**src/rtl/md_pkg.sv**
```systemverilog
// Shared encodings for the multiply/divide sequencer.
// Op codes, one-hot FSM states and the default data width.
package md_pkg;

  localparam int MD_DATA_W = 32;

  localparam logic [2:0] MD_MUL  = 3'b000;
  localparam logic [2:0] MD_MULU = 3'b001;
  localparam logic [2:0] MD_DIV  = 3'b010;
  localparam logic [2:0] MD_DIVU = 3'b011;
  localparam logic [2:0] MD_MTHI = 3'b100;
  localparam logic [2:0] MD_MTLO = 3'b101;

  localparam logic [3:0] ST_IDLE  = 4'b0001;
  localparam logic [3:0] ST_START = 4'b0010;
  localparam logic [3:0] ST_WAIT  = 4'b0100;
  localparam logic [3:0] ST_DONE  = 4'b1000;

  typedef enum logic [3:0] {
    S_IDLE  = ST_IDLE,
    S_START = ST_START,
    S_WAIT  = ST_WAIT,
    S_DONE  = ST_DONE
  } md_state_e;

endpackage

```
**src/rtl/md_hilo_regs.sv**
```systemverilog
// Architectural HI/LO register pair.
// Independent write enables, synchronous reset to zero.
module md_hilo_regs
  import md_pkg::*;
#(
  parameter int DATA_W = MD_DATA_W
) (
  input  logic              clk,
  input  logic              rst,
  input  logic              i_hi_we,
  input  logic [DATA_W-1:0] i_hi_d,
  input  logic              i_lo_we,
  input  logic [DATA_W-1:0] i_lo_d,
  output logic [DATA_W-1:0] o_hi,
  output logic [DATA_W-1:0] o_lo
);

  logic [DATA_W-1:0] r_hi;
  logic [DATA_W-1:0] r_lo;

  always_ff @(posedge clk) begin
    if (rst) begin
      r_hi <= '0;
      r_lo <= '0;
    end else begin
      if (i_hi_we) r_hi <= i_hi_d;
      if (i_lo_we) r_lo <= i_lo_d;
    end
  end

  assign o_hi = r_hi;
  assign o_lo = r_lo;

endmodule

```
**src/rtl/md_sequencer.sv**
```systemverilog
// Multiply/divide sequencer: one request at a time, owns HI/LO.
// Optional WAIT timeout abort is enabled by defining MD_TIMEOUT_EN.
module md_sequencer
  import md_pkg::*;
#(
  parameter int DATA_W  = MD_DATA_W,
  parameter int TIMEOUT = 64
) (
  input  logic              clk,
  input  logic              rst,
  input  logic              req,
  input  logic [2:0]        op,
  input  logic [DATA_W-1:0] rs_val,
  input  logic [DATA_W-1:0] rt_val,
  input  logic              unit_busy,
  input  logic [DATA_W-1:0] unit_hi,
  input  logic [DATA_W-1:0] unit_lo,
  output logic [DATA_W-1:0] op_a,
  output logic [DATA_W-1:0] op_b,
  output logic              mul_start,
  output logic              mulu_start,
  output logic              div_start,
  output logic              divu_start,
  output logic              stall,
  output logic              ack,
  output logic [DATA_W-1:0] hi,
  output logic [DATA_W-1:0] lo,
  output logic              div0,
  output logic              err
);

  md_state_e         r_state;
  logic [2:0]        r_op;
  logic [DATA_W-1:0] r_op_a;
  logic [DATA_W-1:0] r_op_b;
  logic              r_ack;
  logic              r_div0;

  logic              w_is_div;
  logic              w_div_zero;
  logic              w_accept;
  logic              w_idle_req;
  logic              w_cap;
  logic              w_hi_we;
  logic              w_lo_we;
  logic [DATA_W-1:0] w_hi_d;
  logic [DATA_W-1:0] w_lo_d;

  assign w_is_div   = (op == MD_DIV) || (op == MD_DIVU);
  assign w_div_zero = w_is_div && (rt_val == '0);
  assign w_accept   = !op[2] && !w_div_zero;
  assign w_idle_req = (r_state == S_IDLE) && req;
  assign w_cap      = (r_state == S_WAIT) && !unit_busy;

  // HI/LO are written either by MTHI/MTLO in IDLE or by result capture.
  assign w_hi_we = w_cap || (w_idle_req && (op == MD_MTHI));
  assign w_lo_we = w_cap || (w_idle_req && (op == MD_MTLO));
  assign w_hi_d  = w_cap ? unit_hi : rs_val;
  assign w_lo_d  = w_cap ? unit_lo : rs_val;

`ifdef MD_TIMEOUT_EN
  localparam int CW = $clog2(TIMEOUT + 1);
  logic [CW-1:0] r_cnt;
  logic          r_err;
`else
  logic w_unused_timeout;
  assign w_unused_timeout = (TIMEOUT > 0);
`endif

  always_ff @(posedge clk) begin
    if (rst) begin
      r_state <= S_IDLE;
      r_op    <= MD_MUL;
      r_op_a  <= '0;
      r_op_b  <= '0;
      r_ack   <= 1'b0;
      r_div0  <= 1'b0;
`ifdef MD_TIMEOUT_EN
      r_cnt   <= '0;
      r_err   <= 1'b0;
`endif
    end else begin
      r_ack  <= 1'b0;
      r_div0 <= 1'b0;
`ifdef MD_TIMEOUT_EN
      r_err  <= 1'b0;
`endif
      unique case (r_state)
        S_IDLE: begin
          if (req) begin
            if (w_accept) begin
              r_op    <= op;
              r_op_a  <= rs_val;
              r_op_b  <= rt_val;
              r_state <= S_START;
            end else begin
              r_ack   <= 1'b1;
              r_div0  <= w_div_zero;
              r_state <= S_DONE;
            end
          end
        end
        S_START: begin
          r_state <= S_WAIT;
`ifdef MD_TIMEOUT_EN
          r_cnt   <= '0;
`endif
        end
        S_WAIT: begin
          if (!unit_busy) begin
            r_ack   <= 1'b1;
            r_state <= S_DONE;
          end
`ifdef MD_TIMEOUT_EN
          else if (r_cnt == CW'(TIMEOUT - 1)) begin
            r_ack   <= 1'b1;
            r_err   <= 1'b1;
            r_state <= S_DONE;
          end else begin
            r_cnt <= r_cnt + 1'b1;
          end
`endif
        end
        S_DONE:  r_state <= S_IDLE;
        default: r_state <= S_IDLE;
      endcase
    end
  end

  md_hilo_regs #(
    .DATA_W (DATA_W)
  ) u_hilo (
    .clk     (clk),
    .rst     (rst),
    .i_hi_we (w_hi_we),
    .i_hi_d  (w_hi_d),
    .i_lo_we (w_lo_we),
    .i_lo_d  (w_lo_d),
    .o_hi    (hi),
    .o_lo    (lo)
  );

  assign mul_start  = (r_state == S_START) && (r_op == MD_MUL);
  assign mulu_start = (r_state == S_START) && (r_op == MD_MULU);
  assign div_start  = (r_state == S_START) && (r_op == MD_DIV);
  assign divu_start = (r_state == S_START) && (r_op == MD_DIVU);

  assign stall = (r_state == S_START) || (r_state == S_WAIT) || w_idle_req;
  assign ack   = r_ack;
  assign div0  = r_div0;
  assign op_a  = r_op_a;
  assign op_b  = r_op_b;
`ifdef MD_TIMEOUT_EN
  assign err   = r_err;
`else
  assign err   = 1'b0;
`endif

endmodule

```
**config.mk**
```make
export PLATFORM = sky130hd
export DESIGN_NAME = md_sequencer
export DESIGN_NICKNAME = d
export VERILOG_FILES = /design/src/rtl/md_pkg.sv /design/src/rtl/md_hilo_regs.sv /design/src/rtl/md_sequencer.sv
export SDC_FILE = /design/constraint.sdc
export NUM_CORES = 1
export LEC_CHECK = 0
export ABC_AREA = 1
export CAP_MARGIN = 20
export CORE_ASPECT_RATIO = 0.6
export CORE_UTILIZATION = 44
export DETAILED_ROUTE_END_ITERATION = 8
export GPL_TIMING_DRIVEN = 0
export HOLD_SLACK_MARGIN = 0.12
export PLACE_DENSITY_LB_ADDON = 0.1
export SYNTH_ARGS = -nofsm -noshare
export SYNTH_HDL_FRONTEND = slang
export SYNTH_SLANG_ARGS = --single-unit
```
**constraint.sdc**
```tcl
create_clock -name clk -period 1.8 [get_ports clk]
set_input_delay 0.18 -clock clk [delete_from_list [all_inputs] [get_ports clk]]
set_output_delay 0.18 -clock clk [all_outputs]
set_load 0.01 [all_outputs]
```
Word-level counts from Yosys, hierarchy flattened
Index checks and enable logic that the tools add are counted.
{"block": "classes", "bitwise_logic": 2, "eq_ne": 12, "n_reduce_logical": 23, "mux": 10}
{"op": "$mux 32", "count": 2}
{"op": "$logic_not 32->1", "count": 1}
{"op": "$eq 3x2->1 const B", "count": 4}
{"op": "$mux 4", "count": 3}
{"op": "$pmux 4 s3", "count": 1}
{"op": "$logic_and 1x1->1", "count": 10}
{"op": "$eq 3x3->1 const B", "count": 2}
{"op": "$logic_or 1x1->1", "count": 5}
{"op": "$eq 4x1->1 const B", "count": 1}
{"op": "$eq 4x2->1 const B", "count": 1}
{"op": "$eq 4x3->1 const B", "count": 1}
{"op": "$ne 2x2->1 const B", "count": 2}
{"op": "$reduce_or 4->1", "count": 1}
{"op": "$eq 3x1->1 const B", "count": 1}
{"op": "$logic_not 1->1", "count": 3}
{"op": "$logic_not 3->1", "count": 1}
{"op": "$mux 1", "count": 3}
{"op": "$reduce_and 3->1", "count": 1}
{"op": "$not 1->1", "count": 2}
{"op": "$pmux 1 s2", "count": 1}
{"op": "$reduce_and 2->1", "count": 1}
{"block": "totals", "register_bits": 137, "elab_cells": 55}

Logic depth before layout (Yosys ltp)
Gate-level depths: netlist (run 1).
{"block": "logic_depth", "ltp_word": 8, "ltp_mapped": 12, "mapped_depth_nobuf": 10}

Hierarchy
Synthesis (run 1) repeated with hierarchy kept, for this count alone.
{"block": "hier_totals", "cells_unflattened": 1207, "area_unflattened_um2": 7175.6}
{"module": "md_sequencer", "area_each_um2": 4501.8, "cells_per_inst": 802, "n_inst": 1}
{"module": "md_hilo_regs", "area_each_um2": 2673.8, "cells_per_inst": 405, "n_inst": 1}

Least setup slack after synthesis (run 1)
No wires, ideal clock.
{"block": "synth_timing", "kind": "reg-to-reg", "start": "reg r_state[1]", "end": "reg u_hilo.r_hi[10], in the netlist u_hilo.o_hi[10]", "required_ps": 1684, "slack_ps": 412, "path_buffers": 2, "arrival_time_ps": 1273, "stages_incl_launch_ff": 9, "setup_time_ps": 116, "path_cell_list": "dfxtp_1 nor2_2 nand3_1 nor2_1 buf_2 clkbuf_1 o21ai_0 nor2_1 nor2_1"}
{"block": "synth_via", "elab_chain_len": 4}
{"item": "start, declared", "line_no": "md_sequencer.sv:32", "text": "md_state_e r_state;"}
{"item": "start signal, assigned", "line_no": "md_sequencer.sv:72", "text": "r_state <= S_IDLE;"}
{"item": "start signal, assigned", "line_no": "md_sequencer.sv:95", "text": "r_state <= S_START;"}
{"item": "start signal, assigned", "line_no": "md_sequencer.sv:99", "text": "r_state <= S_DONE;"}
{"item": "$eq 4x1->1", "line_no": "md_sequencer.sv:52", "text": "assign w_idle_req = (r_state == S_IDLE) && req;"}
{"item": "$logic_and 1x1->1", "line_no": "md_sequencer.sv:52"}
{"item": "$logic_and 1x1->1", "line_no": "md_sequencer.sv:56", "text": "assign w_hi_we = w_cap || (w_idle_req && (op == MD_MTHI));"}
{"item": "$logic_or 1x1->1", "line_no": "md_sequencer.sv:56"}
{"item": "end signal, assigned", "line_no": "md_hilo_regs.sv:26", "text": "if (i_hi_we) r_hi <= i_hi_d;"}
{"item": "end, declared", "line_no": "md_hilo_regs.sv:18", "text": "logic [DATA_W-1:0] r_hi;"}
Several ways; a longest one is shown, not always the timed one.
A chain may end at the register's enable or synchronous reset.

Worst setup path in the final report (run 1)
{"block": "layout_timing", "start": "reg r_state[2]", "end": "out divu_start"}
{"block": "layout_via", "elab_chain_len": 2}
{"item": "$eq 4x2->1", "line_no": "md_sequencer.sv:146", "text": "assign divu_start = (r_state == S_START) && (r_op == MD_DIVU);"}
{"item": "$logic_and 1x1->1", "line_no": "md_sequencer.sv:146"}
{"item": "end, declared", "line_no": "md_sequencer.sv:23", "text": "output logic divu_start,"}
Every way passes these cells.

==> results.txt, run 1 <==
Startpoint Class: flop
share of the yosys chip area belonging to registers: 41.5%
fmax: 556 MHz
largest fanout on the critical path: 6
die width: 160 um
core area: 14600 um^2
P&R area growth vs syn: 54.9%
WL per Instance: 15.0 um
first-pass GRT wire length: 36.7 mm
status: complete, no violations
Final Util: 70.2%
final hold viol count: 0
crit path capture type: output port
pre-CTS setup slack: -0.517 ns
Gate Count Post-Synth: 1052
critical-path cell list: nor2_1 -> nand3_2 -> nor4_2 -> dlygate4sd2_1
max_slew headroom: 56.2%
Fin Clk Skew: 0.0140 ns
FF+latch count, synth: 137
Iter 0 DRT Violations: 537
Leak: 4.73 nW
Site Rows: 34
area of the multi-input gates: 2840 um^2
syn avg cell area: 6.28 um^2
PD cells: 809 nW/um^2
CTS tree: built
top-area cell type share of the netlist area: 41.5%
largest net degree at the start of global routing: 17
Synth Cell Area: 6610 um^2
vias per cell: 4.85
DP Cell Count: 1519
area leader, netlist: dfxtp_1
DP Wirelength: 17.4 mm
data arrival time of the worst path: 1.62 ns
H-tree Lvls: 4
IO Pins: 271
vias in the first global route: 7076
Hold Buf Count CTS: 0
fin nets: 1478
via count: 7543
YS warnings: 0
cell family with most CP delay: simple AND/OR/NAND/NOR gates
share of cells above drive strength 1: 7.60%
top post-synthesis cells by area: dfxtp_1, nor2_1, nand2_1
Final Cycle Share: 99.9%
net count after synthesis: 1187
Setup-failing EPs final: 0
Unique masters post-synth: 21
unrepaired setup endpoints after global routing: true
PortBufs: 269
buffer depth of the longest clock path: 2
total CTS buffers: 17
fill count: 1303
Final min period: 1.80 ns
Worst Setup Path Type: flop to output port
Die H: 96.9 um
Hold/Removal Path Class: input pin to flop
crit path max-delay cell type: dfxtp_2
Root Buffer: clkbuf_16
CP bufs+invs: 1
die area: 15500 um^2
Initial Util: 45.3%
GRT Util Overall: 30.3%
clk slew on worst S/H paths: 0.05 ns
Ant. Diodes: 0
register area: 2750 um^2
clk_lat worst skew: 0.42 ns
maxcap violations: 0
Max VDD drop: 575 uV
WL final: 23.2 mm
Crit path largest cell delay: 0.34 ns
gpl congestion: 0.890
Final WS setup: 0.00150 ns
initial antenna violation count: 0
fin. max-slew vios: 0
# clock sinks: 137
Routed Antenna Nets: 0
Tightest Pin Transition: 0.657 ns
Crit path required time: 1.62 ns
Cell Count, Final, Fillers Out: 1554
gr ovfl total: 0
Pre-antenna DRT Iters: 5
DR DRC count: 0
what timing repair did:
action                     in CTS  in global routing
pin swaps                       1                  1
resized for setup              23                 29
setup endpoints to repair      79                120
setup buffers                   0                  3
state kept, by name, summed over array words and instances, names as in the netlist:
register     flops
u_hilo.o_lo     32
ack              1
u_hilo.o_hi     32
op_a            32
r_op             3
div0             1
r_state          4
op_b            32
layout by cell type (no fill, tap or decap), drive strengths merged:
cell type	instances
dlygate4sd2	2
nor3	2
nand4	70
conb	1
clkinv	3
nand3	9
buf	42
nand2	207
o21ai	128
nand3b	1
clkinvlp	4
nor4	5
dfxtp	137
inv	209
clkdlybuf4s50	264
and3	1
nor2	212
bufinv	2
clkbuf	53
a21oi	4
through the flow:
step                hold WS, ns  area, um^2  power [mW]  TNS [ns]
floorplan                 0.249        6610        3.98         0
finish                    0.400       10200        8.29         0
detailed placement        0.494        9550        4.79    -35.92
CTS                       0.399       10200        8.30  -0.00786
global route              0.407       10200        8.62     -4.21
global placement          0.482        9550        4.77    -34.50
synthesized netlist by cell type:
library cell	instances
buf_1	8
nand3_1	8
dfxtp_1	137
buf_2	29
nor2_1	211
inv_2	8
o21ai_0	118
o21ai_1	10
conb_1	1
and3_1	1
clkbuf_1	29
nand2_1	207
nand3b_1	1
a21oi_1	4
nor4_1	5
buf_4	4
nand4_1	70
nand3_2	1
nor2_2	1
nor3_1	2
inv_1	197
worst register-to-register path, stage by stage (launching register included):
cell     delay, ns
dfxtp_2       0.34
nor2_2        0.11
nand3_1       0.10
nor2_1        0.20
inv_1         0.12
nand2_1       0.20
inv_1         0.16
buf_2         0.22
nor2_1        0.13
nor2_1        0.07
where the power goes:
part / switching (mW) / leakage (nW) / internal (mW)
registers: 0.0902 / 1.12 / 3.20
clock network: 1.44 / 0.277 / 2.09
logic: 0.712 / 3.33 / 0.759
total: 2.24 / 4.73 / 6.05
final timing paths:
check | start | end | slack, ns | cells past startpoint
setup / recovery | r_state[2]$_SDFFE_PP0P_ | divu_start | 0.001 | 4
hold / removal | unit_busy | r_state[2]$_SDFFE_PP0P_ | 0.40 | 3
setup reg to reg | r_state[1]$_SDFFE_PP0P_ | u_hilo.o_hi[22]$_SDFFE_PP0P_ | 0.03 | 9
hold reg to reg | op_b[22]$_SDFFE_PP0P_ | op_b[22]$_SDFFE_PP0P_ | 0.51 | 4
area by class of cell:
class,count,share of cell area [%]
Sequential cell,137,26.8
Buffer,70,3.46
Clock buffer,19,4.33
Clock inverter,13,1.41
Multi-Input combinational cell,640,27.7
Tap cell,198,2.42
Inverter,205,7.54
Timing Repair Buffer,272,26.3
layer usage:
metal | routed length, um | part of all wire [%] | vias to the layer above | track usage [%]
met5 | 0 | 0 | - | 0
met4 | 300 | 1.3 | 0 | 8.13
met3 | 2280 | 9.8 | 21 | 7.76
met2 | 9940 | 43 | 323 | 45.8
met1 | 10700 | 46 | 3395 | 42.5
li1 | - | - | 3804 | -
kinds of logic (layout without fill, tap and decap cells):
logic type	Yosys count	count (layout)	synth area share, %
AO/OA/AOI/OAI	132	132	10.0
buffers and inverters	275	579	16.4
flip-flops	137	137	41.5
other	1	1	0.0567
AND/OR/NAND/NOR	507	507	32.1
(Power assumes the default switching activity.)
==> run 2, diff against run 1 <==
--- a/config.mk
+++ b/config.mk
@@ -13,6 +13,7 @@
 export GPL_TIMING_DRIVEN = 0
 export HOLD_SLACK_MARGIN = 0.12
 export PLACE_DENSITY_LB_ADDON = 0.1
+export SKIP_CTS_REPAIR_TIMING = 1
 export SYNTH_ARGS = -nofsm -noshare
 export SYNTH_HDL_FRONTEND = slang
 export SYNTH_SLANG_ARGS = --single-unit
==> run 2 against run 1 <==
  * Maximum frequency decreased by 5.5%
  * Critical path type unchanged
  * Sequential power is essentially flat
  * Wire length is essentially flat
  * Total power is 0.20% lower
  * Critical path depth rose by 2
  * The flow now finishes with violations (setup timing)
  * Flip-flop and latch count unchanged
==> results.txt, run 2 (synthesis results as in run 1) <==
overall power: 8.27 mW (-0.20%)
via count: 7533 (-0.13%)
# clock sinks: 137 (unchanged)
Die H: 96.9 um (unchanged)
Reg power frac: 39.8% (about the same)
crit path capture type: output port
Net Sw Frac: 26.9% (-0.11 points)
Hold/Removal Path Class: input pin to flop
largest fanout on the critical path: 10 (+4)
critical path startpoint: r_state[1]$_SDFFE_PP0P_
vias per cell: 4.86 (about the same)
Site Rows: 34 (unchanged)
pre-CTS setup slack: -0.517 ns (unchanged)
buffer depth of the longest clock path: 2 (unchanged)
max_slew headroom: 58.4% (+2.2 points)
Crit path required time: 1.62 ns (about the same)
Final min period: 1.90 ns (+0.104 ns)
clk_lat worst skew: 0.42 ns (about the same)
power share of the clock group: 42.5% (about the same)
die width: 160 um (unchanged)
gpl congestion: 0.890 (unchanged)
first-pass GRT wire length: 36.6 mm (-0.11%)
core area: 14600 um^2 (unchanged)
fin nets: 1475 (-0.20%)
Post-DP Area: 9550 um^2 (unchanged)
IO Pins: 271 (unchanged)
DP Wirelength: 17.4 mm (unchanged)
total CTS buffers: 17 (unchanged)
Startpoint Class: flop
Worst Setup Path Type: flop to output port
commonest non-fill, non-tap cell in the layout: clkdlybuf4s50_1
Crit Reg-Reg Startpoint: r_state[1]$_SDFFE_PP0P_
GRT Util Overall: 30.2% (-0.037 points)
unrepaired setup endpoints after global routing: true
Worst Reg-to-Reg Cells: 9 (unchanged)
WL per Instance: 15.0 um (+0.23%)
Final WS setup: -0.102 ns (-0.104 ns)
fmax: 526 MHz (-5.5%)
share of cells above drive strength 1: 7.39% (-0.20 points)
Tightest Pin Transition: 0.624 ns (-0.0327 ns)
Setup crit end: stall
Setup-failing EPs final: 1 (+1)
final hold viol count: 0 (unchanged)
Fin Clk Skew: 0.0138 ns (-0.000251 ns)
PortBufs: 269 (unchanged)
Routed Antenna Nets: 0 (unchanged)
largest net degree at the start of global routing: 17 (unchanged)
CTS tree: built
DR DRC count: 0 (unchanged)
Leak: 4.79 nW (+1.4%)
Internal Power: 6.05 mW (about the same)
Root Buffer: clkbuf_16
status: complete, but fails checks
data arrival time of the worst path: 1.72 ns (+0.10 ns)
Final Cycle Share: 106% (+5.8 points)
H-tree Lvls: 4 (unchanged)
Ant. Diodes: 0 (unchanged)
WL final: 23.3 mm (about the same)
worst hold slack: 0.443 ns (+0.0438 ns)
maxcap violations: 0 (unchanged)
Pre-antenna DRT Iters: 5 (unchanged)
P&R area growth vs syn: 55.2%
Initial Util: 45.3% (unchanged)
failing checks: setup timing
combinational share of power: 17.7% (about the same)
setup TNS: -0.102 ns (-0.102 ns)
Psw: 2.22 mW (-0.61%)
Max VDD drop: 569 uV (-1.1%)
die area: 15500 um^2 (unchanged)
clk slew on worst S/H paths: 0.06 ns (about the same)
RR Endpoint: op_b[1]$_SDFFE_PP0P_
Iter 0 DRT Violations: 480 (-11%)
commonest cells after routing, fill and taps aside: clkdlybuf4s50_1, nor2_1, nand2_1
FF-to-FF setup slack: 0.05 ns (+0.02 ns)
cell area after layout: 10300 um^2 (+0.18%)
PD cells: 806 nW/um^2 (-0.38%)
initial antenna violation count: 0 (unchanged)
gr ovfl total: 0 (unchanged)
fin. max-slew vios: 0 (unchanged)
vias in the first global route: 7069 (-0.099%)
-- run 2: changes by cell type in the layout (fill, tap and decap cells not counted), sizes merged --
cell and delta:
dlygate4sd2 -2, buf -8, dlymetal6s2s +4, clkbuf +3
-- run 2: final cells by class --
cell class	instances	area (um^2)
tap	198	248
inverter	205	769
multi-input combinational	640	2830
clock inverter	13	144
timing repair buffer	271	2710
fill	1290	4330
buffer	68	370
sequential	137	2740
clock buffer	19	443
-- run 2: worst min-delay path by stage --
| stage | from | endpoint | slack (ns) | cells after the start |
|---|---|---|---|---|
| global placement | u_hilo.o_lo[15]$_SDFFE_PP0P_ | u_hilo.o_lo[15]$_SDFFE_PP0P_ | 0.48 | 2 |
| detailed placement | u_hilo.o_lo[15]$_SDFFE_PP0P_ | u_hilo.o_lo[15]$_SDFFE_PP0P_ | 0.49 | 2 |
| finish | unit_busy | r_state[2]$_SDFFE_PP0P_ | 0.44 | 3 |
| CTS | unit_busy | r_state[2]$_SDFFE_PP0P_ | 0.40 | 3 |
| global route | unit_busy | r_state[2]$_SDFFE_PP0P_ | 0.44 | 3 |
| floorplan | rst | ack$_SDFF_PP0_ | 0.25 | 1 |
-- run 2: metrics by stage --
stage               cells  utilization, %
finish               1551            70.3
floorplan            1052               -
detailed placement   1519            65.4
CTS                  1551            69.5
global route         1551            70.3
global placement     1519            65.4
-- run 2: power by group through the flow --
stage          registers, mW  clock network, mW  logic, mW
2_1_floorplan           3.42                  0      0.566
3_3_place_gp            3.35                  0       1.42
3_5_place_dp            3.35                  0       1.44
4_1_cts                 3.29               3.56       1.45
5_1_grt                 3.31               3.69       1.62
6_report                3.29               3.51       1.47
-- run 2: worst max-delay path: stages (launching register included) --
cell      delay (ns)
dfxtp_1         0.34
nor2_2          0.16
and3_1          0.20
buf_6           0.16
buf_8           0.14
nand3b_1        0.14
buf_2           0.17
-- run 2: per-layer routing --
metal | global-route usage [%] | routed length [um]
met3 | 7.76 | 2230
met4 | 8.13 | 299
met1 | 42.6 | 10800
met5 | 0 | 0
met2 | 45.7 | 9950
==> run 3, diff against run 2 <==
--- a/config.mk
+++ b/config.mk
@@ -7,7 +7,6 @@
 export LEC_CHECK = 0
 export ABC_AREA = 1
 export CAP_MARGIN = 20
-export CORE_ASPECT_RATIO = 0.6
 export CORE_UTILIZATION = 44
 export DETAILED_ROUTE_END_ITERATION = 8
 export GPL_TIMING_DRIVEN = 0
==> run 3 against run 2 <==
  * The run still ends with setup timing left
  * Clock skew fell by 0.0065 ns
  * Combinational power hardly changed
  * Critical endpoint unchanged
  * Core utilization is 0.49 points lower
  * Highest routed layer unchanged
  * Via count fell by 2.7%
  * Critical path type unchanged
  * Global-route usage down 1.1 points
  * Flip-flop and latch count unchanged
==> results.txt, run 3 (synthesis results as in run 1) <==
share of cells above drive strength 1: 6.74% (-0.65 points)
Iter 0 DRT Violations: 423 (-12%)
GR Util met2: 50.3% (+4.7 points)
commonest cells after routing, fill and taps aside: clkdlybuf4s50_1, nor2_1, nand2_1
PD cells: 797 nW/um^2 (-1.2%)
fin. max-slew vios: 0 (unchanged)
Pre-antenna DRT Iters: 5 (unchanged)
via count: 7333 (-2.7%)
Setup-failing EPs final: 1 (unchanged)
global routing usage on met1: 34.3% (-8.3 points)
gpl congestion: 0.841 (-5.5%)
Initial Util: 45.3% (about the same)
Max VDD drop: 672 uV (+18%)
max_slew headroom: 60.2% (+1.8 points)
initial antenna violation count: 0 (unchanged)
critical path startpoint: r_state[0]$_SDFFE_PP1P_
cell area after layout: 10200 um^2 (-0.72%)
DR DRC count: 0 (unchanged)
die width: 125 um (-22%)
Final Util: 69.8% (-0.49 points)
Root Buffer: clkbuf_16
pre-CTS setup slack: -0.482 ns (+0.0344 ns)
H-tree Lvls: 4 (unchanged)
DP Wirelength: 16.7 mm (-4.0%)
fill count: 1324 (+2.6%)
fin nets: 1476 (+0.068%)
GRT Util Overall: 29.1% (-1.1 points)
Leak: 4.79 nW (about the same)
commonest non-fill, non-tap cell in the layout: clkdlybuf4s50_1
Post-DP Area: 9530 um^2 (-0.18%)
unrepaired setup endpoints after global routing: true
Crit Reg-Reg Startpoint: r_state[0]$_SDFFE_PP1P_
CTS tree: built
Final WS setup: -0.0147 ns (+0.0878 ns)
Final Cycle Share: 101% (-4.9 points)
fmax: 551 MHz (+4.8%)
buffer depth of the longest clock path: 2 (unchanged)
Ant. Diodes: 0 (unchanged)
die area: 15500 um^2 (-0.10%)
Die H: 125 um (+28%)
maxcap violations: 0 (unchanged)
Worst Setup Path Type: flop to output port
Tightest Pin Transition: 0.597 ns (-0.0277 ns)
crit path capture type: output port
P&R area growth vs syn: 54.1%
clk slew on worst S/H paths: 0.06 ns (about the same)
largest net degree at the start of global routing: 17 (unchanged)
Site Rows: 44 (+29%)
# clock sinks: 137 (unchanged)
crit path max-delay cell type: dfxtp_1
total CTS buffers: 17 (unchanged)
data arrival time of the worst path: 1.63 ns (-0.09 ns)
Routed Antenna Nets: 0 (unchanged)
Crit path required time: 1.62 ns (about the same)
core area: 14600 um^2 (about the same)
clk_lat worst skew: 0.42 ns (about the same)
vias per cell: 4.78 (-1.6%)
WL final: 22.4 mm (-3.7%)
failing checks: setup timing
gr ovfl total: 0 (unchanged)
Startpoint Class: flop
first-pass GRT wire length: 35.7 mm (-2.6%)
Fin Clk Skew: 0.00729 ns (-0.00650 ns)
status: complete, but fails checks
Crit path largest cell delay: 0.33 ns (about the same)
vias in the first global route: 7038 (-0.44%)
met3 global-route usage: 7.39% (-0.37 points)
HP Start: rst
Final min period: 1.81 ns (-0.0878 ns)
largest fanout on the critical path: 10 (unchanged)
PortBufs: 269 (unchanged)
critical-path cell list: inv_2 -> nor2_1 -> and3_1 -> buf_6 -> buf_8 -> nand3b_1 -> buf_2
WL per Instance: 14.6 um (-2.7%)
final hold viol count: 0 (unchanged)
IO Pins: 271 (unchanged)
Hold/Removal Path Class: input pin to flop
Top Usage Layer GRT: met2
## run 3: changes by cell type in the layout (fill, tap and decap cells not counted), sizes merged
| cell | previous run | this run |
|---|---|---|
| buf | 34 | 38 |
| clkbuf | 56 | 60 |
| bufinv | 2 | 1 |
| clkinvlp | 4 | 0 |
| inv | 209 | 205 |
| clkinv | 3 | 1 |
## run 3: layout make-up
cell class              count  area, um^2  share of cell area [%]
flip-flops and latches    137        2740                    26.9
inverters                 205         769                    7.56
clock inverters             2        35.0                   0.344
plain buffers              69         365                    3.59
multi-input cells         640        2800                    27.5
well taps                 184         230                    2.26
repair buffers            271        2710                    26.6
clock buffers              26         529                    5.20
## run 3: report_power, final
group,switching (mW),internal (mW)
logic,0.691,0.756
clock network,1.25,2.13
registers,0.0883,3.20
## run 3: stage by stage
step	TNS, ns	instances	hold WS, ns	power [mW]
finish	-0.0147	1534	0.405	8.11
global route	-0.475	1534	0.429	8.44
CTS	-4.58	1533	0.398	8.13
detailed placement	-33.17	1505	0.489	4.78
global placement	-33.92	1505	0.482	4.76
floorplan	0	1052	0.249	3.98
## run 3: worst paths after layout
| kind | to | cells past startpoint | slack, ns |
|---|---|---|---|
| max | stall | 7 | -0.01 |
| min | r_state[1]$_SDFFE_PP0P_ | 2 | 0.41 |
| max reg2reg | u_hilo.o_hi[16]$_SDFFE_PP0P_ | 10 | 0.13 |
| min reg2reg | u_hilo.o_hi[29]$_SDFFE_PP0P_ | 2 | 0.50 |
## run 3: worst max-delay path, delay by kind of cell (launching register included)
kind                   cells  cell delay [ns]
buffers and inverters      4             0.50
and+or+nand+nor            3             0.39
DFF                        1             0.33
## run 3: per-layer routing
layer / vias to the layer above / wire, um
met3: 43 / 1740
met4: 0 / 631
met2: 251 / 10900
met5: - / 0
met1: 3260 / 9100
li1: 3779 / -
